**src/rtl/branch_issue_queue_pkg.sv**
```systemverilog
// Shared branch IQ definitions: scoreboard id width, func codes, entry layout.
// Optional feature macro used by the queue: BRANCH_IQ_FWD_EN.
`ifndef SCOREBOARD_SIZE_WIDTH
`define SCOREBOARD_SIZE_WIDTH 6
`endif

package branch_issue_queue_pkg;
    localparam int SID_W = `SCOREBOARD_SIZE_WIDTH;

    localparam logic [3:0] FUNC_JAL    = 4'b0111;
    localparam logic [3:0] FUNC_JALR   = 4'b0101;
    localparam logic [3:0] FUNC_BRANCH = 4'b0100;

    typedef struct packed {
        logic [63:0]      pc;
        logic [31:0]      inst;
        logic [SID_W-1:0] sid;
        logic [3:0]       func;
        logic             rs1_ready;
        logic [SID_W-1:0] rs1_sid;
        logic [63:0]      rs1_value;
        logic             rs2_ready;
        logic [SID_W-1:0] rs2_sid;
        logic [63:0]      rs2_value;
    } biq_entry_t;
endpackage

```
**src/rtl/branch_iq_entry.sv**
```systemverilog
// One branch IQ slot: storage plus per-operand writeback compare and capture.
`ifndef SCOREBOARD_SIZE_WIDTH
`define SCOREBOARD_SIZE_WIDTH 6
`endif

module branch_iq_entry
    import branch_issue_queue_pkg::*;
(
    input  logic             clk,
    input  logic             rst_n,
    input  logic             i_flush,
    input  logic             i_wr,
    input  logic             i_clr,
    input  biq_entry_t       i_data,
    input  logic             i_wb_valid,
    input  logic [SID_W-1:0] i_wb_sid,
    input  logic [63:0]      i_wb_value,
    output logic             o_valid,
    output biq_entry_t       o_data
);
    logic       r_valid;
    biq_entry_t r_data;

    // A writeback in the dispatch cycle is captured into the incoming operand.
    logic w_wr_hit1, w_wr_hit2, w_wk1, w_wk2;
    assign w_wr_hit1 = i_wb_valid & ~i_data.rs1_ready & (i_data.rs1_sid == i_wb_sid);
    assign w_wr_hit2 = i_wb_valid & ~i_data.rs2_ready & (i_data.rs2_sid == i_wb_sid);
    assign w_wk1     = r_valid & i_wb_valid & ~r_data.rs1_ready & (r_data.rs1_sid == i_wb_sid);
    assign w_wk2     = r_valid & i_wb_valid & ~r_data.rs2_ready & (r_data.rs2_sid == i_wb_sid);

    always_ff @(posedge clk or negedge rst_n) begin
        if (!rst_n) begin
            r_valid <= 1'b0;
            r_data  <= '0;
        end else if (i_flush) begin
            r_valid <= 1'b0;
        end else if (i_wr) begin
            r_valid <= 1'b1;
            r_data  <= i_data;
            if (w_wr_hit1) begin
                r_data.rs1_ready <= 1'b1;
                r_data.rs1_value <= i_wb_value;
            end
            if (w_wr_hit2) begin
                r_data.rs2_ready <= 1'b1;
                r_data.rs2_value <= i_wb_value;
            end
        end else begin
            if (i_clr)
                r_valid <= 1'b0;
            if (w_wk1) begin
                r_data.rs1_ready <= 1'b1;
                r_data.rs1_value <= i_wb_value;
            end
            if (w_wk2) begin
                r_data.rs2_ready <= 1'b1;
                r_data.rs2_value <= i_wb_value;
            end
        end
    end

    assign o_valid = r_valid;
    assign o_data  = r_data;
endmodule

```
**src/rtl/branch_issue_queue.sv**
```systemverilog
// In-order branch issue queue between dispatch and the BEU.
// BRANCH_IQ_FWD_EN: head operands may wake from the same-cycle writeback.
`ifndef SCOREBOARD_SIZE_WIDTH
`define SCOREBOARD_SIZE_WIDTH 6
`endif

module branch_issue_queue
    import branch_issue_queue_pkg::*;
#(
    parameter int DEPTH = 4,
    parameter int PTR_W = $clog2(DEPTH)
) (
    input  logic             clk,
    input  logic             rst_n,
    input  logic             flush_i,
    input  logic             disp_valid_i,
    output logic             disp_ready_o,
    input  logic [63:0]      disp_pc_i,
    input  logic [31:0]      disp_inst_i,
    input  logic [SID_W-1:0] disp_sid_i,
    input  logic [3:0]       disp_func_code_i,
    input  logic             disp_rs1_ready_i,
    input  logic             disp_rs2_ready_i,
    input  logic [SID_W-1:0] disp_rs1_sid_i,
    input  logic [SID_W-1:0] disp_rs2_sid_i,
    input  logic [63:0]      disp_rs1_value_i,
    input  logic [63:0]      disp_rs2_value_i,
    input  logic             wb_valid_i,
    input  logic [SID_W-1:0] wb_sid_i,
    input  logic [63:0]      wb_value_i,
    output logic             branch_valid_o,
    output logic [63:0]      branch_pc_o,
    output logic [31:0]      branch_inst_o,
    output logic [SID_W-1:0] branch_sid_o,
    output logic [63:0]      rs1_value_o,
    output logic [63:0]      rs2_value_o,
    output logic [3:0]       func_code_o
);
    localparam logic [PTR_W:0] CNT_FULL = (PTR_W+1)'(DEPTH);

    logic [PTR_W-1:0] r_head, r_tail;
    logic [PTR_W:0]   r_count;
    logic [DEPTH-1:0] w_valid;
    biq_entry_t       w_ent [DEPTH];
    biq_entry_t       w_new, w_head;
    logic             w_disp, w_issue, w_rdy1, w_rdy2;

    assign disp_ready_o = (r_count != CNT_FULL);
    assign w_disp       = disp_valid_i & disp_ready_o & ~flush_i;

    // Operands a jump ignores are marked ready so they never gate issue.
    always_comb begin
        w_new.pc        = disp_pc_i;
        w_new.inst      = disp_inst_i;
        w_new.sid       = disp_sid_i;
        w_new.func      = disp_func_code_i;
        w_new.rs1_ready = disp_rs1_ready_i | (disp_func_code_i == FUNC_JAL);
        w_new.rs1_sid   = disp_rs1_sid_i;
        w_new.rs1_value = disp_rs1_value_i;
        w_new.rs2_ready = disp_rs2_ready_i | (disp_func_code_i == FUNC_JAL)
                        | (disp_func_code_i == FUNC_JALR);
        w_new.rs2_sid   = disp_rs2_sid_i;
        w_new.rs2_value = disp_rs2_value_i;
    end

    for (genvar g = 0; g < DEPTH; g++) begin : g_ent
        branch_iq_entry u_ent (
            .clk        (clk),
            .rst_n      (rst_n),
            .i_flush    (flush_i),
            .i_wr       (w_disp && (r_tail == PTR_W'(g))),
            .i_clr      (w_issue && (r_head == PTR_W'(g))),
            .i_data     (w_new),
            .i_wb_valid (wb_valid_i),
            .i_wb_sid   (wb_sid_i),
            .i_wb_value (wb_value_i),
            .o_valid    (w_valid[g]),
            .o_data     (w_ent[g])
        );
    end

    assign w_head = w_ent[r_head];

`ifdef BRANCH_IQ_FWD_EN
    logic w_fwd1, w_fwd2;
    assign w_fwd1      = wb_valid_i & ~w_head.rs1_ready & (w_head.rs1_sid == wb_sid_i);
    assign w_fwd2      = wb_valid_i & ~w_head.rs2_ready & (w_head.rs2_sid == wb_sid_i);
    assign w_rdy1      = w_head.rs1_ready | w_fwd1;
    assign w_rdy2      = w_head.rs2_ready | w_fwd2;
    assign rs1_value_o = w_fwd1 ? wb_value_i : w_head.rs1_value;
    assign rs2_value_o = w_fwd2 ? wb_value_i : w_head.rs2_value;
`else
    logic w_unused;
    assign w_unused    = ^{w_head.rs1_sid, w_head.rs2_sid, wb_value_i[0]} ^ (^{1'b0});
    assign w_rdy1      = w_head.rs1_ready;
    assign w_rdy2      = w_head.rs2_ready;
    assign rs1_value_o = w_head.rs1_value;
    assign rs2_value_o = w_head.rs2_value;
`endif

    assign w_issue        = w_valid[r_head] & w_rdy1 & w_rdy2 & ~flush_i;
    assign branch_valid_o = w_issue;
    assign branch_pc_o    = w_head.pc;
    assign branch_inst_o  = w_head.inst;
    assign branch_sid_o   = w_head.sid;
    assign func_code_o    = w_head.func;

    always_ff @(posedge clk or negedge rst_n) begin
        if (!rst_n) begin
            r_head  <= '0;
            r_tail  <= '0;
            r_count <= '0;
        end else if (flush_i) begin
            r_head  <= '0;
            r_tail  <= '0;
            r_count <= '0;
        end else begin
            if (w_disp)
                r_tail <= r_tail + PTR_W'(1);
            if (w_issue)
                r_head <= r_head + PTR_W'(1);
            r_count <= r_count + (PTR_W+1)'(w_disp) - (PTR_W+1)'(w_issue);
        end
    end
endmodule

```
**config.mk**
```make
export PLATFORM = sky130hd
export DESIGN_NAME = branch_issue_queue
export DESIGN_NICKNAME = d
export VERILOG_FILES = /design/src/rtl/branch_issue_queue_pkg.sv /design/src/rtl/branch_iq_entry.sv /design/src/rtl/branch_issue_queue.sv
export SDC_FILE = /design/constraint.sdc
export NUM_CORES = 2
export LEC_CHECK = 0
export CELL_PAD_IN_SITES_DETAIL_PLACEMENT = 0
export CELL_PAD_IN_SITES_GLOBAL_PLACEMENT = 2
export CORE_MARGIN = 2
export CORE_UTILIZATION = 39
export CTS_CLUSTER_DIAMETER = 100
export CTS_CLUSTER_SIZE = 40
export DETAILED_ROUTE_END_ITERATION = 8
export PLACE_DENSITY = 0.78
export SLEW_MARGIN = 25
export SYNTH_ARGS = -nofsm -noshare
export SYNTH_HDL_FRONTEND = slang
export SYNTH_HIERARCHICAL = 1
export SYNTH_SLANG_ARGS = --single-unit
```
**constraint.sdc**
```tcl
create_clock -name clk -period 3.1 [get_ports clk]
set_input_delay 0.31 -clock clk [delete_from_list [all_inputs] [get_ports clk]]
set_output_delay 0.31 -clock clk [all_outputs]
set_load 0.005 [all_outputs]
```
; Yosys cells after proc, flatten, opt, wreduce, memory -nomap -nowiden
; Cells that the tools add are included.
[totals]
reg_bits = 1003
out_inout_bits = 236
wordCells = 206
[classes]
addsub = 4
magnitude_cmp = 2
n_eq_ne = 19
n_mux = 54
bitwise_logic = 44
n_reduce_logical = 36
[ops]
columns = operator, n
row1 = 2-to-1 mux 64 bit, 14
row2 = binary-select mux 248 bit (select 2 bit), 1
row3 = 2-to-1 mux 248 bit, 2
row4 = 2-to-1 mux 65 bit, 4
row5 = equality test 6 bit, 10
row6 = bitwise AND 1 bit, 29
row7 = 2-to-1 mux 1 bit, 27
row8 = AND reduction 2 bit, 12
row9 = nonzero test 2 bit, 10
row10 = nonzero test 3 bit, 4
row11 = NOT 1 bit, 11
row12 = "equality test 2 bit, second input constant", 4
row13 = "equality test 4 x 3 -> 1 bit, second input constant", 2
row14 = logical AND 1 bit, 8
row15 = 2-to-1 mux 2 bit, 4
row16 = "adder 2 x 1 -> 2 bit, second input constant", 2
row17 = "equality test 2 x 1 -> 1 bit, second input constant", 2
row18 = logical NOT 2 bit, 2
row19 = adder 3 x 1 -> 3 bit, 1
row20 = "greater-or-equal comparator 3 bit, second input constant", 1
row21 = "< comparator 2 x 3 -> 1 bit, second input constant", 1
row22 = 2-to-1 mux 3 bit, 1
row23 = "inequality test 3 bit, second input constant", 1
row24 = NOT 2 -> 3 bit, 1
row25 = other kinds (3), 5

; Longest topological paths before layout
[logic_depth]
ltp_word = 11
ltp_mapped = 12
ltp_nobuf = 10

; Modules after synthesis
; The synthesis kept the hierarchy.
[by_module_without_submodules]
columns = mod, instances, cells_per_inst, area_per_inst_um2, seq_area_each_um2
row1 = branch_iq_entry, 4, 927, 10632.7, 6231.0
row2 = branch_issue_queue, 1, 352, 6894.1, 175.2

; Least setup slack after synthesis
; Ideal clock, no wire load.
[synth_timing]
path_type = flip-flop to flip-flop
from = register r_count[2]
to = register g_ent[0].u_ent.r_data, in the netlist g_ent[0].u_ent/o_data[195]
arrival_ns = 2.274
required_ns = 2.975
setup_slack_ns = 0.701
path_stages_with_launch = 9
n_path_buf = 3
path_cell_list = dfrtp_1 > nor3b_1 > nor3_1 > and2_1 > nor2b_1 > clkbuf_1 > buf_2 > buf_2 > mux2_2
[synth_via]
elab_chain_cells = 5
[synth_rtl]
columns = element, line_no
row1 = "start, declared", branch_issue_queue.sv:42  ; logic [PTR_W:0] r_count;
row2 = "start signal, assigned", branch_issue_queue.sv:122  ; r_count <= r_count + (PTR_W+1)'(w_disp) - (PTR_W+1)'(w_issue);
row3 = inequality test 3 bit, branch_issue_queue.sv:48  ; assign disp_ready_o = (r_count != CNT_FULL);
row4 = bitwise AND 1 bit (2 in series), branch_issue_queue.sv:49  ; assign w_disp = disp_valid_i & disp_ready_o & ~flush_i;
row5 = logical AND 1 bit, branch_issue_queue.sv:71  ; .i_wr (w_disp && (r_tail == PTR_W'(g))),
row6 = AND reduction 2 bit (no source line), --
row7 = "end signal, assigned", branch_iq_entry.sv:39  ; r_data <= i_data;
row8 = "end, declared", branch_iq_entry.sv:22  ; biq_entry_t r_data;
; Every way passes these cells.
; A chain may end at the register's enable or synchronous reset.

; Worst setup path in the final report
[layout_timing]
from = register r_head[1]
to = output port rs2_value_o[48]
[layout_via]
elab_chain_cells = 4
[layout_rtl]
columns = element, line_no
row1 = "start, declared", branch_issue_queue.sv:41  ; logic [PTR_W-1:0] r_head, r_tail;
row2 = "start signal, assigned", branch_issue_queue.sv:121  ; r_head <= r_head + PTR_W'(1);
row3 = NOT 2 -> 3 bit (implied by the code), branch_issue_queue.sv:82  ; assign w_head = w_ent[r_head];
row4 = binary-select mux 248 bit (select 2 bit), branch_issue_queue.sv:82
row5 = 2-to-1 mux 248 bit (implied by the code) (2 in series), branch_issue_queue.sv:82
row6 = "end, declared", branch_issue_queue.sv:36  ; output logic [63:0] rs2_value_o,
; Every way passes these cells. The select of a mux whose other input is x is not followed.

==> impl.org <==
** STA
- Setup slack on the critical path of the routed design comes to -0.0322 ns.
- For the finished layout, the period the worst path requires is about 3.1 ns.
- Final count of hold timing violations :: 0
- Timing would allow up to 319 MHz.
- Slew @ Worst Pin :: 0.670 ns
- The final critical path takes up 101% of the cycle.
- Setup repair after global routing could not meet its margin everywhere.
- The clock arrives with 0.0684 ns of skew.
- The number of max-slew violations in the final report is 0.
- In this run the tightest slew margin relative to its limit is 55.3%.
- Final setup violation count :: 1
- Summed negative setup slack over all endpoints :: -0.0322 ns

** Power
- VDD sags by at most between 400 and 500 uV.
- Power per cell area :: 791 nW/um2
- Static leakage :: 27.4 nW

** Routing
- Total wire length after detailed routing :: 159 mm
- Iter 0 DRT Violations :: 2781
- Before antenna repair, the detailed router went through 5 iterations.
- Residual antenna-violating net count after detailed routing :: 0
- Via count of the routed design :: around 34000
- After detailed routing, the number of vias per cell comes to approximately 5.5.
- In the routed design, unresolved DRC markers number 0.
- After detailed routing, the average wire length per cell comes to 25.4 um.

** Worst setup path
- Data on the critical path is required at its endpoint by 2.79 ns.
- STA classifies the critical path endpoint as an output port.
- The worst setup path is launched from a flop.
- Kind of critical path :: flop to output port
- CP arrival :: about 2.8 ns
- Maximum fanout encountered on the critical timing path :: slightly above 60

** Logic synthesis
- Flops & latches, synth :: 1003
- The synthesized design contains 0 enable-type register cells.
- Count of distinct cell types in the synthesized netlist :: 45
- Yosys printed 6 warnings.
- Dividing the synthesized area by the synthesized cell count gives around 12 um2.
- Of all flip-flops after synthesis, the portion carrying an async set or reset was 100%.
- Of all cell types, the one taking the most synthesized area is sky130_fd_sc_hd__dfrtp_1.
- Of the post-synthesis cell area, the dominant cell type holds between 50% and 60%.
- The cell area that synthesis handed to floorplanning was approximately 49000 um2.
- In the synthesized netlist the dominant register cell turns out to be sky130_fd_sc_hd__dfrtp_1.
- Synthesis produced a netlist whose cell count is 4060.
- Post-synthesis sequential area ratio :: 50.8%
- Ranking of synthesized cells by area :: sky130_fd_sc_hd__dfrtp_1 (51%), sky130_fd_sc_hd__mux2_2 (11%), sky130_fd_sc_hd__mux4_1 (8.0%)
- Synthesized net count :: 4394

** Finish
- Net total in the final layout :: 4896
- Sequential standard cell area :: 25100 um2
- Final non-filler cell area :: 60400 um2
- Share of post-route cells with drive strength above 1 :: 19.8%
- Area grow syn2layout :: 22.3%
- Multi-input gate area in the final layout :: 22400 um2
- Filler Cells Inserted :: 11300

** Clocking
- Clock tree synthesis selected as its root buffer the cell sky130_fd_sc_hd__clkbuf_16.
- The clock passes through at most 3 buffers.
- The clock drives 1003 sinks.
- TritonCTS built the clock tree.
- CTS H-Tree Depth :: 2
- Total CTS buffers :: 46
- Clock-pin slew on the worst setup and hold paths :: between 0.1 and 0.15 ns
- Worst-skew pair later-pin latency :: 0.69 ns

** Global route
- Largest net degree at the start of global routing :: 92
- Global routing used 23.8% of the available tracks across all layers.
- The initial antenna violation count is 28.
- Met2 capacity usage during global routing :: 39.9%
- The via count of the first global-routing pass came to around 34000.
- Global routing finished with a remaining overflow of 0.
- Global route hottest layer :: met2
- Met3 Use GR :: 3.94%
- First-pass GRT wire length :: 234 mm
- In the global route stage, met1 resource usage came out at ~32%.

** Job
- Reported max-cap violation count :: 0

** Placement
- During placement, the flow inserted port buffers numbering 558.
- Routability Congestion :: 0.796
- Placed wire-length estimate after detailed placement :: 101 mm
- The placed instances occupy a cell area of just under 60000 um2.

** Run status
- The checks that failed: negative setup slack.
- Outcome :: finished with violations

** Floorplan
- The die covers 130000 um2.
- Die height :: 360 um
- In this run the standard cell core region covers 126000 um2.
- 559 I/O pins were placed.
- The floorplan step set the die width to 360 um.
- Initial core utilization :: between 30 and 40%
- After floorplanning, the core was divided into 130 placement rows.

** Hold path
- Class of the worst hold path :: input pin to async pin
==> Yosys cell counts, types with 10 or more instances <==
library cell	instances
sky130_fd_sc_hd__buf_12	21
sky130_fd_sc_hd__buf_2	129
sky130_fd_sc_hd__dfrtp_1	1003
sky130_fd_sc_hd__inv_1	13
sky130_fd_sc_hd__nor2b_1	13
sky130_fd_sc_hd__xor2_1	49
sky130_fd_sc_hd__mux4_2	83
sky130_fd_sc_hd__nor2_1	542
sky130_fd_sc_hd__nand4_1	12
sky130_fd_sc_hd__xnor2_1	45
sky130_fd_sc_hd__a31oi_1	256
sky130_fd_sc_hd__buf_6	32
sky130_fd_sc_hd__mux2_2	472
sky130_fd_sc_hd__mux2i_1	256
sky130_fd_sc_hd__ha_1	10
sky130_fd_sc_hd__mux4_1	151
sky130_fd_sc_hd__a21oi_1	271
sky130_fd_sc_hd__nand2_1	517
sky130_fd_sc_hd__clkbuf_1	106
==> cells in the final DEF, fill, tap and decap left out, types with 5 or more instances in the layout <==
master / n
sky130_fd_sc_hd__clkbuf_16: 54
sky130_fd_sc_hd__buf_16: 14
sky130_fd_sc_hd__clkdlybuf4s50_1: 476
sky130_fd_sc_hd__a21oi_1: 271
sky130_fd_sc_hd__buf_4: 81
sky130_fd_sc_hd__dlygate4sd2_1: 11
sky130_fd_sc_hd__mux2_2: 472
sky130_fd_sc_hd__mux4_1: 114
sky130_fd_sc_hd__mux4_2: 120
sky130_fd_sc_hd__dfrtp_1: 1001
sky130_fd_sc_hd__nor2b_1: 9
sky130_fd_sc_hd__nor2_1: 542
sky130_fd_sc_hd__xor2_1: 49
sky130_fd_sc_hd__inv_16: 9
sky130_fd_sc_hd__buf_8: 5
sky130_fd_sc_hd__nand4_1: 12
sky130_fd_sc_hd__nand2_1: 517
sky130_fd_sc_hd__buf_12: 92
sky130_fd_sc_hd__inv_1: 13
sky130_fd_sc_hd__nor3b_1: 5
sky130_fd_sc_hd__dlymetal6s2s_1: 67
sky130_fd_sc_hd__diode_2: 17
sky130_fd_sc_hd__mux2i_1: 256
sky130_fd_sc_hd__ha_1: 10
sky130_fd_sc_hd__a31oi_1: 256
sky130_fd_sc_hd__clkinv_16: 9
sky130_fd_sc_hd__xnor2_1: 45
==> per-layer routing <==
metal  part of all wire [%]  vias to the layer above  wire length (um)
met5                  0.073                        -               116
met4                    2.1                       16              3340
met3                    5.1                      172              8160
met2                     49                      885             78000
met1                     44                    17700             69500
li1                       -                    15500                 -
==> through the flow <==
stage,hold WS (ns),total power (W),util [%],worst slack [ns],std cells
floorplan,0.0144,0.0305,-,0.701,4060
global placement,0.339,0.0387,46.0,0.0918,6133
global route,0.166,0.0506,48.1,-0.0919,6261
CTS,0.146,0.0482,47.7,-0.160,6226
finish,0.163,0.0478,48.1,-0.0322,6262
detailed placement,0.341,0.0391,46.0,0.0136,6133
==> critical path: stages (launching register included) <==
cell	delay, ns
sky130_fd_sc_hd__dfrtp_4	0.62
sky130_fd_sc_hd__buf_16	0.37
sky130_fd_sc_hd__mux4_1	0.53
sky130_fd_sc_hd__clkdlybuf4s50_1	0.52
==> flip-flops by register name, summed over array words and instances (netlist names) <==
name and cells:
g_ent.u_ent/o_data 992, g_ent.u_ent/o_valid 4, r_count 3, r_head 2, r_tail 2
==> power breakdown <==
part	switching, W	total, W	internal [W]	leakage (nW)
logic	0.00721	0.0179	0.0107	13.9
registers	0.00282	0.0212	0.0184	12.6
clock network	0.00526	0.00867	0.00341	0.880
total	0.0153	0.0478	0.0325	27.4
==> worst paths after layout <==
check                                           startpoint                         end  slack, ns  cells past startpoint
worst max-delay path                             r_head[1]             rs2_value_o[48]      -0.03                      3
worst min-delay path                                 rst_n  g_ent[3].u_ent/o_data[169]       0.16                      2
worst max register to register                   r_head[0]                  r_count[2]       0.31                     11
worst min register to register  g_ent[1].u_ent/o_data[150]  g_ent[1].u_ent/o_data[150]       0.51                      1
max in group asynchronous                            rst_n  g_ent[2].u_ent/o_data[204]       1.79                      4
min in group clk                      disp_rs2_value_i[14]   g_ent[1].u_ent/o_data[14]       0.27                      3
==> layout make-up <==
class	instances	share of cell area, %
Antenna cell	17	0.0704
Clock buffer	48	1.97
Clock inverter	33	1.11
Inverter	13	0.0808
Multi-Input combinational cell	2738	37.1
Sequential cell	1003	41.6
Tap cell	1650	3.42
Timing Repair Buffer	760	14.7
==> repair_timing <==
item | in CTS | in global routing
gates resized for setup | 49 | 94
cloned | 7 | 9
pin swaps | 0 | 0
buffers inserted | 4 | 10
endpoints found under the hold margin | 37 | 0
hold buffers | 1 | 0
setup endpoints to repair | 227 | 147
==> cells by family after synthesis <==
logic type | count (synthesis) | share of synthesized area [%]
XOR/XNOR | 98 | 1.80
multiplexers | 963 | 27.8
buffers and inverters | 319 | 4.03
AO/OA/AOI/OAI | 553 | 6.52
flip-flops | 1003 | 50.8
adder cells (fa/ha/maj) | 11 | 0.294
AND/OR/NAND/NOR | 1113 | 8.80
Note: power is estimated with default switching activity, not from simulation.
